`config.mk`:
```
export PLATFORM = sky130hd
export DESIGN_NAME = bnn_fc_packer
export DESIGN_NICKNAME = d
export VERILOG_FILES = /design/src/rtl/bnn_pkg.sv /design/src/rtl/bnn_binarize.sv /design/src/rtl/bnn_fc_packer.sv
export SDC_FILE = /design/constraint.sdc
export NUM_CORES = 2
export LEC_CHECK = 0
export ABC_AREA = 1
export CAP_MARGIN = 25
export CORE_UTILIZATION = 36
export CTS_BUF_LIST = sky130_fd_sc_hd__clkbuf_4
export CTS_CLUSTER_DIAMETER = 60
export DETAILED_ROUTE_END_ITERATION = 12
export HOLD_SLACK_MARGIN = 0.03
export SYNTH_ARGS = -nofsm -noshare
export SYNTH_HDL_FRONTEND = slang
export SYNTH_SLANG_ARGS = --single-unit
```
`constraint.sdc`:
```
create_clock -name clk -period 2.1 [get_ports clk]
set_input_delay 0.525 -clock clk [delete_from_list [all_inputs] [get_ports clk]]
set_output_delay 0.525 -clock clk [all_outputs]
set_load 0.01 [all_outputs]
```
`src/rtl/bnn_pkg.sv`:
```
// Shared BNN constants and the packer FSM state type, used by the packer and the FC layer.
package bnn_pkg;

    localparam int LANES    = 16;
    localparam int ACT_W    = 8;
    localparam int VEC_BITS = 400;
    localparam int BEATS    = VEC_BITS / LANES;

    typedef enum logic {
        FILL = 1'b0,
        HOLD = 1'b1
    } pack_state_t;

endpackage

```
`src/rtl/bnn_binarize.sv`:
```
// Combinational per-lane sign binarizer: a lane bit is 1 when its signed activation is >= THRESH.
module bnn_binarize #(
    parameter int LANES  = 16,
    parameter int ACT_W  = 8,
    parameter int THRESH = 0
) (
    input  logic [LANES*ACT_W-1:0] act,
    output logic [LANES-1:0]       bits
);

    localparam logic signed [ACT_W-1:0] TH = ACT_W'(THRESH);

    logic signed [ACT_W-1:0] lane;

    always_comb begin
        bits = '0;
        lane = '0;
        for (int l = 0; l < LANES; l++) begin
            lane    = act[l*ACT_W +: ACT_W];
            bits[l] = (lane >= TH);
        end
    end

endmodule

```
`src/rtl/bnn_fc_packer.sv`:
```
// Packs binarized activation beats into one VEC_BITS-wide vector for the FC layer,
// with one output register plus one held vector of back-pressure buffering.
module bnn_fc_packer
    import bnn_pkg::*;
#(
    parameter int LANES    = bnn_pkg::LANES,
    parameter int ACT_W    = bnn_pkg::ACT_W,
    parameter int VEC_BITS = bnn_pkg::VEC_BITS,
    parameter int THRESH   = 0
) (
    input  logic                   clk,
    input  logic                   reset,
    input  logic                   s_valid,
    output logic                   s_ready,
    input  logic [LANES*ACT_W-1:0] s_data,
    input  logic                   s_last,
    output logic                   fc_in_valid,
    input  logic                   fc_ready,
    output logic [VEC_BITS-1:0]    input_vector,
    output logic                   err_len,
    output logic [15:0]            vec_count,
    output pack_state_t            pack_state
);

    // Handshakes: a beat moves on any rising edge where s_valid && s_ready, a vector
    // on any rising edge where fc_in_valid && fc_ready; valid never waits on ready.

    localparam int BEATS = VEC_BITS / LANES;
    localparam int CW    = (BEATS > 1) ? $clog2(BEATS) : 1;
    localparam logic [CW-1:0] LAST_IDX = CW'(BEATS - 1);

    logic [LANES-1:0]    lane_bits;
    logic [VEC_BITS-1:0] pack_reg;
    logic [VEC_BITS-1:0] hold_reg;
    logic [VEC_BITS-1:0] out_reg;
    logic [VEC_BITS-1:0] packed_next;
    logic [CW-1:0]       beat_cnt;
    logic                out_valid;
    logic                ready_r;
    logic                err_r;
    logic [15:0]         cnt_r;
    pack_state_t         state_r;

    logic beat_fire, drain, last_beat, complete, out_free;

    bnn_binarize #(
        .LANES (LANES),
        .ACT_W (ACT_W),
        .THRESH(THRESH)
    ) u_binarize (
        .act (s_data),
        .bits(lane_bits)
    );

    // New beat enters at the top and shifts down, so beat 0 ends at the low bits.
    if (BEATS == 1) begin : g_single
        assign packed_next = lane_bits;
    end else begin : g_multi
        assign packed_next = {lane_bits, pack_reg[VEC_BITS-1:LANES]};
    end

    assign beat_fire = s_valid && ready_r;
    assign drain     = out_valid && fc_ready;
    assign last_beat = (beat_cnt == LAST_IDX);
    assign complete  = beat_fire && last_beat;
    assign out_free  = !out_valid || drain;

    always_ff @(posedge clk) begin
        if (reset) begin
            pack_reg  <= '0;
            hold_reg  <= '0;
            out_reg   <= '0;
            beat_cnt  <= '0;
            out_valid <= 1'b0;
            ready_r   <= 1'b0;
            err_r     <= 1'b0;
            cnt_r     <= '0;
            state_r   <= FILL;
        end else begin
            err_r   <= 1'b0;
            ready_r <= (state_r == FILL);
            if (beat_fire) begin
                pack_reg <= packed_next;
                err_r    <= (s_last != last_beat);
                // Early s_last abandons the partial vector by restarting the count.
                if (last_beat || s_last) beat_cnt <= '0;
                else                     beat_cnt <= beat_cnt + 1'b1;
            end
            if (drain) begin
                out_valid <= 1'b0;
                cnt_r     <= cnt_r + 16'd1;
            end
            case (state_r)
                FILL: begin
                    if (complete) begin
                        if (out_free) begin
                            out_reg   <= packed_next;
                            out_valid <= 1'b1;
                        end else begin
                            hold_reg <= packed_next;
                            state_r  <= HOLD;
                            ready_r  <= 1'b0;
                        end
                    end
                end
                HOLD: begin
                    if (out_free) begin
                        out_reg   <= hold_reg;
                        out_valid <= 1'b1;
                        state_r   <= FILL;
                        ready_r   <= 1'b1;
                    end
                end
                default: state_r <= FILL;
            endcase
        end
    end

    assign s_ready      = ready_r;
    assign fc_in_valid  = out_valid;
    assign input_vector = out_reg;
    assign err_len      = err_r;
    assign vec_count    = cnt_r;
    assign pack_state   = state_r;

endmodule

```
==> results.ini <==
[hold_path]
holdCritPathClass=input port to register
holdPathEnd=pack_reg[397]
holdPathStages=2
hold_path_startpoint=s_data[111]

[placement]
pre_cts_ws_ps=-414.4
dp.cells=9516
dp_hpwl_um=101800
dpl-instance-area_um2=59000
gp_congestion=0.8377
io_buffers=440

[sta]
period_needed_ps=2342
hold_slack_ps=223.4
setup_tns_ps=-45960
fmax_mhz=427.1
setup_viol=420
final.period_utilization_pct=111.5
tightest_slew_ps=610.1
hold_violations=0
grt_setup_unrepaired=yes
worst_slack_ps=-241.6
fin_skew_ps=130.0
slew_violations=0
slew_headroom_pct=59.32

[global_routing]
grt_max_degree=100
grt_pass1_wl_um=240300
antenna_found_initial=7
grt_pass1_vias=44870
grt_use_total_pct=20.49
grt-ovfl-total=0

[power]
p_clk_share_pct=44.7
power_mw=47.95
p_leak_nw=29.71
vdd_drop_max_mv=0.3914
p_sw_share_pct=25.26
seqPwrFrac_pct=49.9
comb_power_share_pct=5.5
p_switching_mw=12.11
internal_power_mw=35.84
power.density_nw_per_um2=736.2

[worst_setup_path]
reg2reg_depth=11
cp.required_ps=1570
worstSetupEndpointType=primary output
regToRegSetupSlack_ps=110
worst-path-max-fanout=2
startpoint_type=register
rr_endpoint=input_vector[347]
path_class=register to primary output
arrival_ps=1820
reg2reg_from=s_ready

[cts]
cts-buffers-inserted=347
root_buffer=clkbuf_4
clkTransAtPathRegs_ps=70
cts_buffer_depth=4
cts_tree=done
clk_latency_ps=1310
cts_sinks=1209
htree_levels=5

[finish]
final_util_pct=45.94
n_fill_cell=14260
area_growth_pct=26.51
nets=8195
drive_above_1_share_pct=21.07
design_area_um2=65130
final_cells=10180

[synth]
seq_area_frac_synth_pct=47.02
ys_ff_latch=1209
syn_area_um2=51480
syn_avg_cell_area_um2=6.894
ys_types=31
syn_inst=7467
synthesis.nets=7604
yosysWarnings=0

[drt]
vias_per_cell=4.754
via_count=48410
drc=0
routedWlPerCell_um=14.98
drtPass1Iterations=6
ant_nets=0
drt_wl_total_um=152600
drt_first_iter_violations=3332

[run_status]
status=finished, violations left
violations=setup timing

[floorplanning]
initial_core_util_pct=36.31
die_y_um=380.1
die-area_um2=144500
die_x_um=380.1
core_area_um2=141800
fp-row-count=138
io_pins=553

[flow_run]
drv_cap=0

[power by group through the flow]
stage	Sequential [mW]	Clock, mW	Combinational [mW]
3_3_place_gp	24.5	0	2.58
6_report	23.9	21.4	2.62
5_1_grt	23.9	23.3	2.96
3_5_place_dp	24.5	0	2.60
4_1_cts	23.9	22.1	2.64
2_1_floorplan	24.2	0	1.77
[routing by layer]
| layer | vias to the layer above | routed length [µm] | GRT usage (%) | share of wire, % |
|---|---|---|---|---|
| met3 | 312 | 8051 | 4.099 | 5.3 |
| met5 | - | 13 | 0 | 0.0085 |
| met1 | 22210 | 72740 | 27.80 | 48 |
| li1 | 24740 | - | - | - |
| met4 | 2 | 4388 | 8.274 | 2.9 |
| met2 | 1142 | 67370 | 31.69 | 44 |
[synthesized netlist by cell type, drive strengths merged]
master / instances / share of area, %
a211oi: 1 / 0.015
a21o: 1 / 0.015
a21oi: 441 / 4.3
buf: 351 / 3.8
clkbuf: 222 / 1.6
dfxtp: 1209 / 47
ha: 4 / 0.097
inv: 430 / 3.1
nand2: 1599 / 12
nand3: 410 / 4.0
nand4: 6 / 0.073
nor2: 1993 / 15
nor3: 5 / 0.080
nor3b: 1 / 0.015
o21a: 384 / 5.6
o21ai: 407 / 4.0
o21bai: 1 / 0.015
xor2: 2 / 0.034
[layout make-up]
cell class              count  area, µm²  area share, %
multi-input cells        5255      22900          35.16
clock buffers             523       3926          6.029
repair buffers            815       9139          14.03
inverters                 430       1654          2.540
clock inverters            50      245.2         0.3766
diodes                     10      25.02        0.03842
flip-flops and latches   1209      24880          38.20
well taps                1890       2365          3.631
[worst max-delay path, stage by stage, from the launching register on]
cell,delay [ps]
dfxtp_2,330
buf_6,130
buf_6,110
[logic make-up (layout without fill, tap and decap cells)]
family / Yosys count / after routing / synth area share, %
compound gates: 1235 / 1235 / 13.89
buf+inv: 1003 / 1818 / 8.597
simple gates: 4014 / 4014 / 30.37
flops: 1209 / 1209 / 47.02
fa+ha+maj: 4 / 4 / 0.09723
xor+xnor: 2 / 2 / 0.03403
other cells: 0 / 10 / 0
[worst max path at each step]
stage | start | end | slack (ps) | cells after the start
after global placement | s_valid | input_vector[69] | -380 | 9
after floorplan | s_valid | input_vector[222] | 480 | 10
after CTS | s_ready | s_ready | -430 | 2
after detailed placement | s_valid | input_vector[94] | -410 | 9
after global routing | s_ready | s_ready | -410 | 2
final | s_ready | s_ready | -240 | 2
[cell usage in the layout (no fill, tap or decap), types with 360 or more instances in the layout]
cell	instances
nor2_1	1993
nand2_1	1596
dfxtp_1	790
clkbuf_4	523
a21oi_1	441
inv_1	426
buf_6	418
nand3_1	408
o21ai_0	405
o21a_1	384
dfxtp_2	360
[timing repair]
item | CTS | global route
gates resized for setup | 2608 | 10
setup buffers | 42 | 27
cloned | 0 | 1
pin swaps | 0 | 2
hold endpoints to repair | 28 | 0
hold buffers | 13 | 0
setup endpoints to repair | 420 | 455
Power figures use the tool's default switching activity.
